File: config.mk
export PLATFORM = sky130hd
export DESIGN_NAME = dual_issue_ctrl_flat
export DESIGN_NICKNAME = d
export VERILOG_FILES = /design/src/rtl/dual_issue_ctrl_pkg.sv /design/src/rtl/dual_issue_ctrl_if.sv /design/src/rtl/dual_issue_ctrl_pair_check.sv /design/src/rtl/dual_issue_ctrl.sv /design/src/flat_wrapper.sv
export SDC_FILE = /design/constraint.sdc
export NUM_CORES = 1
export LEC_CHECK = 0
export CORE_UTILIZATION = 53
export DETAILED_ROUTE_END_ITERATION = 8
export GPL_ROUTABILITY_DRIVEN = 0
export HOLD_SLACK_MARGIN = 0.08
export PLACE_DENSITY = 0.85
export SETUP_SLACK_MARGIN = 0.05
export SYNTH_ARGS = -nofsm -noshare
export SYNTH_HDL_FRONTEND = slang
export SYNTH_SLANG_ARGS = --single-unit
File: constraint.sdc
create_clock -name clk -period 13.8 [get_ports clk]
set_input_delay 1.38 -clock clk [delete_from_list [all_inputs] [get_ports clk]]
set_output_delay 1.38 -clock clk [all_outputs]
set_load 0.01 [all_outputs]
File: src/rtl/dual_issue_ctrl_pkg.sv
// Shared types and opcode helpers for the dual-issue scheduler.
// Opcodes follow the RV32 base encoding; hazard codes come from the hazard unit.
package dual_issue_ctrl_pkg;

  localparam int unsigned PC_W_DEF    = 32;
  localparam int unsigned INSTR_W_DEF = 32;
  localparam int unsigned CNT_W_DEF   = 32;
  localparam int unsigned OPC_W       = 7;
  localparam int unsigned REG_W       = 5;

  localparam logic [OPC_W-1:0] LOAD   = 7'b0000011;
  localparam logic [OPC_W-1:0] S_TYPE = 7'b0100011;
  localparam logic [OPC_W-1:0] JAL    = 7'b1101111;
  localparam logic [OPC_W-1:0] B_TYPE = 7'b1100011;
  localparam logic [OPC_W-1:0] I_IMME = 7'b0010011;
  localparam logic [OPC_W-1:0] R_TYPE = 7'b0110011;

  typedef enum logic [3:0] {
    NONE_h  = 4'd0,
    A_STALL = 4'd1,
    B_STALL = 4'd2,
    HOLD_B  = 4'd3
  } hazard_signal_t;

  typedef enum logic [1:0] {
    RUN   = 2'd0,
    HOLD  = 2'd1,
    FLUSH = 2'd2
  } issue_state_t;

  function automatic logic op_supported(input logic [OPC_W-1:0] op);
    return (op == LOAD) || (op == S_TYPE) || (op == JAL) ||
           (op == B_TYPE) || (op == I_IMME) || (op == R_TYPE);
  endfunction

  function automatic logic op_uses_rs1(input logic [OPC_W-1:0] op);
    return (op == R_TYPE) || (op == S_TYPE) || (op == B_TYPE) ||
           (op == LOAD) || (op == I_IMME);
  endfunction

  function automatic logic op_uses_rs2(input logic [OPC_W-1:0] op);
    return (op == R_TYPE) || (op == S_TYPE) || (op == B_TYPE);
  endfunction

  function automatic logic op_is_mem(input logic [OPC_W-1:0] op);
    return (op == LOAD) || (op == S_TYPE);
  endfunction

endpackage

File: src/rtl/dual_issue_ctrl_if.sv
// Fetch-pair, hazard, flush and issue-slot signals of the dual-issue scheduler.
interface dual_issue_ctrl_if
  import dual_issue_ctrl_pkg::*;
#(
  parameter int unsigned PC_W    = PC_W_DEF,
  parameter int unsigned INSTR_W = INSTR_W_DEF,
  parameter int unsigned CNT_W   = CNT_W_DEF
) ();

  logic               if_valid;
  logic [PC_W-1:0]    if_pc;
  logic [INSTR_W-1:0] if_instr_a;
  logic [INSTR_W-1:0] if_instr_b;
  logic               if_ready;
  hazard_signal_t     haz_stall_a;
  hazard_signal_t     haz_stall_b;
  logic               flush;
  logic               id_valid_a;
  logic               id_valid_b;
  logic [INSTR_W-1:0] id_instr_a;
  logic [INSTR_W-1:0] id_instr_b;
  logic [PC_W-1:0]    id_pc_a;
  logic [PC_W-1:0]    id_pc_b;
  logic               hold_b;
  logic [CNT_W-1:0]   cnt_dual;
  logic [CNT_W-1:0]   cnt_single;

  modport master (
    output if_valid, if_pc, if_instr_a, if_instr_b, haz_stall_a, haz_stall_b, flush,
    input  if_ready, id_valid_a, id_valid_b, id_instr_a, id_instr_b, id_pc_a, id_pc_b,
           hold_b, cnt_dual, cnt_single
  );

  modport slave (
    input  if_valid, if_pc, if_instr_a, if_instr_b, haz_stall_a, haz_stall_b, flush,
    output if_ready, id_valid_a, id_valid_b, id_instr_a, id_instr_b, id_pc_a, id_pc_b,
           hold_b, cnt_dual, cnt_single
  );

endinterface

File: src/rtl/dual_issue_ctrl_pair_check.sv
// Combinational co-issue check for an aligned fetch pair: flags pairs that must be
// split, and B slots with an opcode the scheduler does not handle.
module dual_issue_ctrl_pair_check
  import dual_issue_ctrl_pkg::*;
#(
  parameter int unsigned INSTR_W = INSTR_W_DEF
) (
  input  logic [INSTR_W-1:0] instr_a,
  input  logic [INSTR_W-1:0] instr_b,
  output logic               conflict,
  output logic               b_drop
);

  logic [OPC_W-1:0] op_a;
  logic [OPC_W-1:0] op_b;
  logic [REG_W-1:0] rd_a;
  logic [REG_W-1:0] rs1_b;
  logic [REG_W-1:0] rs2_b;
  logic             load_use;
  logic             mem_pair;
  logic             ctrl_a;
  logic             unused_bits;

  assign op_a  = instr_a[6:0];
  assign rd_a  = instr_a[11:7];
  assign op_b  = instr_b[6:0];
  assign rs1_b = instr_b[19:15];
  assign rs2_b = instr_b[24:20];

  // Fields not involved in the pairing decision.
  assign unused_bits = ^{instr_a[INSTR_W-1:12], instr_b[INSTR_W-1:25], instr_b[14:7]};

  assign load_use = (op_a == LOAD) && (rd_a != '0) &&
                    ((op_uses_rs1(op_b) && (rs1_b == rd_a)) ||
                     (op_uses_rs2(op_b) && (rs2_b == rd_a)));
  assign mem_pair = op_is_mem(op_a) && op_is_mem(op_b);
  assign ctrl_a   = (op_a == B_TYPE) || (op_a == JAL);

  // A dropped B is never held, so it cannot also be a conflict.
  assign b_drop   = !op_supported(op_b);
  assign conflict = !b_drop && (load_use || mem_pair || ctrl_a);

endmodule

File: src/rtl/dual_issue_ctrl.sv
// Issue scheduler between fetch and ID/EX: dual-issues independent pairs, splits
// conflicting pairs by holding B for one cycle, honours stalls and flushes.
module dual_issue_ctrl
  import dual_issue_ctrl_pkg::*;
#(
  parameter int unsigned PC_W    = PC_W_DEF,
  parameter int unsigned INSTR_W = INSTR_W_DEF,
  parameter int unsigned CNT_W   = CNT_W_DEF
) (
  input logic              clk,
  input logic              reset,
  dual_issue_ctrl_if.slave bus
);

  issue_state_t       state_q, state_d;
  logic               valid_a_q, valid_a_d;
  logic               valid_b_q, valid_b_d;
  logic [INSTR_W-1:0] instr_a_q, instr_a_d;
  logic [INSTR_W-1:0] instr_b_q, instr_b_d;
  logic [PC_W-1:0]    pc_a_q, pc_a_d;
  logic [PC_W-1:0]    pc_b_q, pc_b_d;
  logic               hold_b_q, hold_b_d;
  logic [INSTR_W-1:0] hold_instr_q, hold_instr_d;
  logic [PC_W-1:0]    hold_pc_q, hold_pc_d;
  logic [CNT_W-1:0]   cnt_dual_q, cnt_dual_d;
  logic [CNT_W-1:0]   cnt_single_q, cnt_single_d;

  logic            stall;
  logic            conflict;
  logic            b_drop;
  logic [PC_W-1:0] pc_b_next;

  dual_issue_ctrl_pair_check #(.INSTR_W(INSTR_W)) u_pair_check (
    .instr_a  (bus.if_instr_a),
    .instr_b  (bus.if_instr_b),
    .conflict (conflict),
    .b_drop   (b_drop)
  );

  assign stall     = (bus.haz_stall_a != NONE_h) || (bus.haz_stall_b != NONE_h);
  assign pc_b_next = bus.if_pc + PC_W'(4);
  assign bus.if_ready = (state_q == RUN) && !stall && !bus.flush;

  // State, issue slots, hold register and counters.
  always_ff @(posedge clk or posedge reset) begin
    if (reset) begin
      state_q      <= RUN;
      valid_a_q    <= 1'b0;
      valid_b_q    <= 1'b0;
      instr_a_q    <= '0;
      instr_b_q    <= '0;
      pc_a_q       <= '0;
      pc_b_q       <= '0;
      hold_b_q     <= 1'b0;
      hold_instr_q <= '0;
      hold_pc_q    <= '0;
      cnt_dual_q   <= '0;
      cnt_single_q <= '0;
    end else begin
      state_q      <= state_d;
      valid_a_q    <= valid_a_d;
      valid_b_q    <= valid_b_d;
      instr_a_q    <= instr_a_d;
      instr_b_q    <= instr_b_d;
      pc_a_q       <= pc_a_d;
      pc_b_q       <= pc_b_d;
      hold_b_q     <= hold_b_d;
      hold_instr_q <= hold_instr_d;
      hold_pc_q    <= hold_pc_d;
      cnt_dual_q   <= cnt_dual_d;
      cnt_single_q <= cnt_single_d;
    end
  end

  // Next-state: flush beats stall beats normal issue; a stall freezes everything.
  always_comb begin
    state_d      = state_q;
    valid_a_d    = valid_a_q;
    valid_b_d    = valid_b_q;
    instr_a_d    = instr_a_q;
    instr_b_d    = instr_b_q;
    pc_a_d       = pc_a_q;
    pc_b_d       = pc_b_q;
    hold_b_d     = hold_b_q;
    hold_instr_d = hold_instr_q;
    hold_pc_d    = hold_pc_q;
    cnt_dual_d   = cnt_dual_q;
    cnt_single_d = cnt_single_q;

    if (bus.flush) begin
      state_d      = FLUSH;
      valid_a_d    = 1'b0;
      valid_b_d    = 1'b0;
      hold_b_d     = 1'b0;
      hold_instr_d = '0;
      hold_pc_d    = '0;
    end else if (!stall) begin
      unique case (state_q)
        RUN: begin
          valid_a_d = bus.if_valid;
          valid_b_d = 1'b0;
          if (bus.if_valid) begin
            instr_a_d = bus.if_instr_a;
            pc_a_d    = bus.if_pc;
            if (conflict || b_drop) begin
              cnt_single_d = cnt_single_q + CNT_W'(1);
            end else begin
              valid_b_d  = 1'b1;
              instr_b_d  = bus.if_instr_b;
              pc_b_d     = pc_b_next;
              cnt_dual_d = cnt_dual_q + CNT_W'(1);
            end
            if (conflict) begin
              hold_instr_d = bus.if_instr_b;
              hold_pc_d    = pc_b_next;
              hold_b_d     = 1'b1;
              state_d      = HOLD;
            end
          end
        end
        HOLD: begin
          valid_a_d    = 1'b1;
          valid_b_d    = 1'b0;
          instr_a_d    = hold_instr_q;
          pc_a_d       = hold_pc_q;
          cnt_single_d = cnt_single_q + CNT_W'(1);
          hold_b_d     = 1'b0;
          hold_instr_d = '0;
          hold_pc_d    = '0;
          state_d      = RUN;
        end
        FLUSH: begin
          valid_a_d = 1'b0;
          valid_b_d = 1'b0;
          state_d   = RUN;
        end
        default: state_d = RUN;
      endcase
    end
  end

  assign bus.id_valid_a = valid_a_q;
  assign bus.id_valid_b = valid_b_q;
  assign bus.id_instr_a = instr_a_q;
  assign bus.id_instr_b = instr_b_q;
  assign bus.id_pc_a    = pc_a_q;
  assign bus.id_pc_b    = pc_b_q;
  assign bus.hold_b     = hold_b_q;
  assign bus.cnt_dual   = cnt_dual_q;
  assign bus.cnt_single = cnt_single_q;

endmodule

File: src/flat_wrapper.sv
// flat-port wrapper written by rule: the top's interface ports become plain ports
module dual_issue_ctrl_flat import dual_issue_ctrl_pkg::*;
#(
  parameter int unsigned PC_W    = PC_W_DEF,
  parameter int unsigned INSTR_W = INSTR_W_DEF,
  parameter int unsigned CNT_W   = CNT_W_DEF
)
  (clk, reset, bus_if_valid, bus_if_pc, bus_if_instr_a, bus_if_instr_b, bus_haz_stall_a, bus_haz_stall_b, bus_flush, bus_if_ready, bus_id_valid_a, bus_id_valid_b, bus_id_instr_a, bus_id_instr_b, bus_id_pc_a, bus_id_pc_b, bus_hold_b, bus_cnt_dual, bus_cnt_single);
  dual_issue_ctrl_if #(.PC_W(PC_W), .INSTR_W(INSTR_W), .CNT_W(CNT_W)) bus_i ();
  input logic clk;
  input logic reset;
  input wire logic [$bits(bus_i.if_valid)-1:0] bus_if_valid;
  input wire logic [$bits(bus_i.if_pc)-1:0] bus_if_pc;
  input wire logic [$bits(bus_i.if_instr_a)-1:0] bus_if_instr_a;
  input wire logic [$bits(bus_i.if_instr_b)-1:0] bus_if_instr_b;
  input wire logic [$bits(bus_i.haz_stall_a)-1:0] bus_haz_stall_a;
  input wire logic [$bits(bus_i.haz_stall_b)-1:0] bus_haz_stall_b;
  input wire logic [$bits(bus_i.flush)-1:0] bus_flush;
  output wire logic [$bits(bus_i.if_ready)-1:0] bus_if_ready;
  output wire logic [$bits(bus_i.id_valid_a)-1:0] bus_id_valid_a;
  output wire logic [$bits(bus_i.id_valid_b)-1:0] bus_id_valid_b;
  output wire logic [$bits(bus_i.id_instr_a)-1:0] bus_id_instr_a;
  output wire logic [$bits(bus_i.id_instr_b)-1:0] bus_id_instr_b;
  output wire logic [$bits(bus_i.id_pc_a)-1:0] bus_id_pc_a;
  output wire logic [$bits(bus_i.id_pc_b)-1:0] bus_id_pc_b;
  output wire logic [$bits(bus_i.hold_b)-1:0] bus_hold_b;
  output wire logic [$bits(bus_i.cnt_dual)-1:0] bus_cnt_dual;
  output wire logic [$bits(bus_i.cnt_single)-1:0] bus_cnt_single;
  assign bus_i.if_valid = bus_if_valid;
  assign bus_i.if_pc = bus_if_pc;
  assign bus_i.if_instr_a = bus_if_instr_a;
  assign bus_i.if_instr_b = bus_if_instr_b;
  assign bus_i.haz_stall_a = bus_haz_stall_a;
  assign bus_i.haz_stall_b = bus_haz_stall_b;
  assign bus_i.flush = bus_flush;
  assign bus_if_ready = bus_i.if_ready;
  assign bus_id_valid_a = bus_i.id_valid_a;
  assign bus_id_valid_b = bus_i.id_valid_b;
  assign bus_id_instr_a = bus_i.id_instr_a;
  assign bus_id_instr_b = bus_i.id_instr_b;
  assign bus_id_pc_a = bus_i.id_pc_a;
  assign bus_id_pc_b = bus_i.id_pc_b;
  assign bus_hold_b = bus_i.hold_b;
  assign bus_cnt_dual = bus_i.cnt_dual;
  assign bus_cnt_single = bus_i.cnt_single;
  dual_issue_ctrl #(.PC_W(PC_W), .INSTR_W(INSTR_W), .CNT_W(CNT_W)) u_core (.clk(clk), .reset(reset), .bus(bus_i));
endmodule
==> metrics.csv, run 1 <==
metric;value;unit
syn-cell-area;11600;um2
rsz0062_at_grt;false;
finalPower;1.65;mW
yosysTopAreaCell;dfrtp_1;
max_slew.worst_pin.slew;1.07;ns
synth-simple-area-share;0.155;
grt_use_total;0.289;
yosys.area_share.adder;0.00645;
power.internal;1.30;mW
clock_latency;0.53;ns
switching_power;0.347;mW
cts_root_buf;clkbuf_16;
area_growth;36.4;%
synth-seq-area-share;0.561;
drt_first_pass_iters;5;
tritoncts;built;
antenna_left;0;
period_needed;4.98;ns
portBuffers;303;
peakVddDrop;0.0864;mV
grt_pass1_vias;9474;
dp_worst_setup_slack;8.67;ns
startpoint_type;input pin;
clkPwrFrac;0.487;
p_per_area;104;nW/um2
synth_top_family_by_area;simple AND/OR/NAND/NOR gates;
synthMuxAreaShare;0.0811;
comb_power_share;0.049;
synthTopCellsByArea;dfrtp_1 56%, mux2i_1 5.6%, nand2_1 4.8%;
grt_pass1_wl;50600;um
drc;0;
run_status;complete, no violations;
cts.sinks;261;
h-tree-depth;1;
dieArea;22600;um2
post_drt_wl_per_cell;19.6;um
clk_pin_slew;0.06;ns
p_sw_frac;0.210;
via_per_inst;5.72;
layoutNonFillerInstCount;1645;
p_leak;7.27;nW
critical_path_buf_inv_count;2;
slew_headroom;0.284;
min_period_over_period;0.361;
grt_max_degree;130;
path_cells;clkdlybuf4s50_1 > or4_1 > or2_1 > nor3b_4 > clkdlybuf4s50_1;
die_y;150;um
synth_cells;1070;
grt-ovfl-total;0;
path_max_fanout;7;
numCtsBuffers;27;
setup_viol_count_final;0;
final_cell_mix;303 x clkdlybuf4s50_1, 261 x dfrtp_1, 149 x nand2_1;
clock_path_buffers;3;
worstPathRequired;12.42;ns
syn-num-nets;1184;
synth_cell_types;47;
drive_gt1_frac;0.0782;
arrival;3.60;ns
syn_avg_cell_area;10.9;um2
cp_top_family;simple AND/OR/NAND/NOR gates;
max_freq;201;MHz
cap_violations;0;
rows;53;
final_common_cell;clkdlybuf4s50_1;
reg2reg_slack;10.46;ns
antenna_found_initial;0;
drt-total-wl;32300;um
finalNetCount;1466;
dpl.hpwl;21800;um
fin_skew;0.00995;ns
first_iter_violations;473;
place_inst;1598;
cts_resized;0;
hp-class;reg2reg;
max_stage_delay;0.63;ns
p_seq_frac;0.464;
endpoint_kind;output port;
hold_viol;0;
cp_slowest_cell;clkdlybuf4s50_1;
slew_viol_final;0;
post_cts.repair.setup_buffers;0;
die_x;150;um
fin_ws;8.82;ns
fp.coreArea;21300;um2
yosysTopAreaCellShare;0.561;
routed-via-count;9407;
synth-compound-area-share;0.0924;
synth-xor-area-share;0.0745;
yosys_register_bits;261;
critPathMostFrequentCell;clkdlybuf4s50_1;
ios;304;
postCtsHoldBufs;0;
start_util;0.547;
path_class;in2out;
yosys_warnings;0;
fin_tns_setup;0;ns
per-stage QoR:
step	utilization	instance area (um2)	hold WS, ns
after CTS	0.745	15900	0.471
after floorplan	-	11600	0.449
after global placement	0.699	14900	0.449
final	0.746	15900	0.469
after detailed placement	0.699	14900	0.454
after global routing	0.745	15900	0.485
cells by family (layout without fill, tap and decap cells):
kind of cell	count (synthesis)	after routing
flip-flops	261	261
buffers and inverters	78	377
multiplexers	91	91
AND/OR/NAND/NOR	379	379
XOR/XNOR	99	99
AO/OA/AOI/OAI	156	156
other	0	1
adder cells (fa/ha/maj)	6	6
state kept, by name (all words and copies together), names as in the netlist:
name and flops:
u_core.bus.id_instr_b 32, u_core.bus.cnt_dual 32, u_core.hold_instr_q 32, u_core.hold_pc_q 32
u_core.bus.hold_b 1, u_core.state_q 2, u_core.bus.cnt_single 32, u_core.bus.id_pc_a 32
u_core.bus.id_valid_a 1, u_core.bus.id_valid_b 1, u_core.bus.id_instr_a 32, u_core.bus.id_pc_b 32
layer usage:
layer  vias to the layer above  part of all wire  track usage
met4                         0             0.037        0.119
met5                         -                 0            0
met3                        77             0.080       0.0627
li1                       4287                 -            -
met2                       400              0.49        0.482
met1                      4643              0.40        0.365
path summary, 6_finish.rpt:
| path | to | cells past startpoint | startpoint |
|---|---|---|---|
| min | u_core.bus.id_instr_b[15] | 2 | u_core.bus.id_instr_b[15] |
| min in group asynchronous | u_core.bus.cnt_dual[22] | 2 | reset |
| max in group asynchronous | u_core.bus.id_pc_a[8] | 4 | reset |
| max | bus_if_ready | 5 | bus_haz_stall_b[0] |
| min reg2reg | u_core.bus.id_instr_b[15] | 2 | u_core.bus.id_instr_b[15] |
| max reg2reg | u_core.bus.id_pc_a[3] | 9 | u_core.state_q[1] |
synth_stat cells, drive strengths merged:
cell	n
nand2b	4
dfrtp	261
or3	1
buf	19
clkbuf	44
ha	6
or2	5
o22ai	1
xor2	49
a211oi	4
nor3	26
a21o	4
a22o	62
a211o	1
mux2i	65
o211ai	4
nor2b	1
nand3	34
nor2	88
a221oi	1
nand3b	1
and3	18
o221ai	1
mux2	26
inv	15
nor3b	1
o2111a	1
a2111oi	1
nand2	149
and4	7
or4	2
a21oi	70
xnor2	50
o21ai	4
and2	3
nor4	21
o2bb2ai	1
nand4	18
o211a	1
cell type report:
class | instances | area (um2)
Sequential cell | 261 | 6530
Fill cell | 1418 | 5420
Timing Repair Buffer | 316 | 3130
Multi-Input combinational cell | 731 | 4820
Tap cell | 275 | 344
Antenna cell | 1 | 2.50
Inverter | 15 | 63.8
Clock inverter | 12 | 220
Clock buffer | 34 | 762
worst reg2reg max path, stage by stage (launching register included):
cell	delay, ns
dfrtp_1	0.41
inv_1	0.12
ha_4	0.54
nor2b_1	0.25
a21oi_1	0.08
nor3_4	0.22
buf_4	0.59
buf_4	0.68
nor2_1	0.14
a21oi_1	0.21
power by group through the flow:
stage	combinational (mW)	sequential, mW	clock [mW]
2_1_floorplan	0.0303	0.780	0
3_5_place_dp	0.0809	0.780	0
3_3_place_gp	0.0800	0.780	0
4_1_cts	0.0817	0.766	0.815
6_report	0.0808	0.766	0.804
5_1_grt	0.0883	0.765	0.843
Note: power is estimated with default switching activity, not from simulation.
==> run 2: changes to the inputs <==
--- a/config.mk
+++ b/config.mk
@@ -5,11 +5,11 @@
 export SDC_FILE = /design/constraint.sdc
 export NUM_CORES = 1
 export LEC_CHECK = 0
-export CORE_UTILIZATION = 53
+export CORE_UTILIZATION = 49
 export DETAILED_ROUTE_END_ITERATION = 8
 export GPL_ROUTABILITY_DRIVEN = 0
 export HOLD_SLACK_MARGIN = 0.08
-export PLACE_DENSITY = 0.85
+export PLACE_DENSITY = 0.79
 export SETUP_SLACK_MARGIN = 0.05
 export SYNTH_ARGS = -nofsm -noshare
 export SYNTH_HDL_FRONTEND = slang
==> constraint.sdc (replaced) <==
create_clock -name clk -period 5 [get_ports clk]
set_input_delay 0.5 -clock clk [delete_from_list [all_inputs] [get_ports clk]]
set_output_delay 0.5 -clock clk [all_outputs]
set_load 0.01 [all_outputs]
==> metrics.csv, run 2 (synthesized netlist as in run 1, its figures left out) <==
metric;value;unit
clk_pin_slew;0.06;ns
postCtsHoldBufs;0;
post_drt_wl_per_cell;18.5;um
run_status;complete, no violations;
cap_violations;0;
path_max_fanout;60;
path_class;in2reg;
cts_root_buf;clkbuf_16;
cts.sinks;261;
utilization;0.678;
diodes;0;
endpoint_kind;flop;
arrival;3.91;ns
dieArea;24400;um2
start_util;0.497;
rows;56;
post_cts.repair.setup_buffers;0;
grt_use_total;0.258;
period_needed;3.51;ns
slew_viol_final;0;
area_growth;36.4;%
multi_input_area;4820;um2
p_per_area;278;nW/um2
max_slew.worst_pin.slew;1.18;ns
die_x;156;um
via_per_inst;5.48;
h-tree-depth;1;
final_cell_area;15900;um2
fin_skew;0.00834;ns
clock_path_buffers;3;
startpoint_type;input pin;
slew_headroom;0.216;
antenna_left;0;
antenna_found_initial;0;
grt-ovfl-total;0;
layoutNonFillerInstCount;1690;
peakVddDrop;0.196;mV
hold_viol;0;
fp.coreArea;23400;um2
regArea;6530;um2
grt_max_degree;136;
hp-class;reg2reg;
fin_tns_setup;0;ns
final_cell_mix;303 x clkdlybuf4s50_1, 261 x dfrtp_1, 149 x nand2_1;
drt-total-wl;31300;um
drt_first_pass_iters;4;
rsz0062_at_grt;false;
cts_resized;0;
final_common_cell;clkdlybuf4s50_1;
tritoncts;built;
first_iter_violations;458;
numCtsBuffers;29;
grt_pass1_vias;9454;
setup_viol_count_final;0;
min_period_over_period;0.702;
place_inst;1639;
drc;0;
ios;304;
dpl.hpwl;20900;um
portBuffers;303;
grt_pass1_wl;49800;um
finalNetCount;1465;
worstPathRequired;5.40;ns
clock_latency;0.54;ns
die_y;156;um
drive_gt1_frac;0.0788;
routed-via-count;9260;
placed_cell_area;14900;um2
fillers;1818;
max_freq;285;MHz
p_leak;7.25;nW
==> run 2: cell count changes in the layout (fill, tap and decap cells not counted) <==
cell        delta
buf_4          -5
clkbuf_8       -1
diode_2        -1
clkbuf_16      +2
buf_12         +2
clkinv_4       -1
clkbuf_1       +1
inv_8          -1
clkinvlp_4     +1
bufinv_16      -4
clkinv_2       +8
==> run 2: final cells by class <==
type | count | share of cell area
Clock inverter | 15 | 0.00828
Timing Repair Buffer | 313 | 0.197
Multi-Input combinational cell | 731 | 0.303
Clock buffer | 36 | 0.0505
Tap cell | 319 | 0.0251
Sequential cell | 261 | 0.411
Inverter | 15 | 0.00378
==> run 2: path summary, 6_finish.rpt <==
path	startpoint	endpoint	slack [ns]	cells past startpoint
hold reg to reg	u_core.bus.id_instr_b[29]	u_core.bus.id_instr_b[29]	0.46	2
setup reg to reg	u_core.state_q[1]	u_core.bus.cnt_single[26]	1.81	11
max in group asynchronous	reset	u_core.bus.id_pc_a[1]	3.84	3
setup / recovery	bus_if_instr_a[10]	u_core.bus.cnt_dual[31]	1.49	8
min in group asynchronous	reset	u_core.bus.cnt_dual[12]	0.53	3
hold / removal	u_core.bus.id_instr_b[29]	u_core.bus.id_instr_b[29]	0.46	2
==> run 2: critical path, stage by stage <==
cell             delay [ns]
clkdlybuf4s50_1        0.50
xnor2_1                0.24
nand2_1                0.09
a2111oi_1              0.92
or2_2                  0.30
a211o_2                0.93
nor4_1                 0.21
xor2_1                 0.20
==> run 2: routing by layer <==
| metal | vias to the layer above | wire, um | track usage |
|---|---|---|---|
| li1 | 4281 | - | - |
| met1 | 4567 | 13100 | 0.329 |
| met2 | 332 | 14700 | 0.422 |
| met3 | 80 | 2170 | 0.0583 |
| met4 | 0 | 1350 | 0.115 |
| met5 | - | 0 | 0 |
==> run 2: through the flow <==
| step | power [mW] | hold WS (ns) | setup WS (ns) |
|---|---|---|---|
| after floorplan | 2.24 | 0.449 | 1.06 |
| after global placement | 2.38 | 0.449 | 1.02 |
| after detailed placement | 2.38 | 0.455 | 0.977 |
| after CTS | 4.46 | 0.468 | 1.52 |
| after global routing | 4.56 | 0.484 | 1.29 |
| final | 4.42 | 0.463 | 1.49 |
==> run 2: where the power goes <==
part / switching (mW) / internal [mW] / leakage (nW)
Combinational: 0.118 / 0.106 / 3.17
Sequential: 0.000479 / 2.11 / 3.61
Clock: 0.849 / 1.23 / 0.471
Total: 0.968 / 3.45 / 7.25
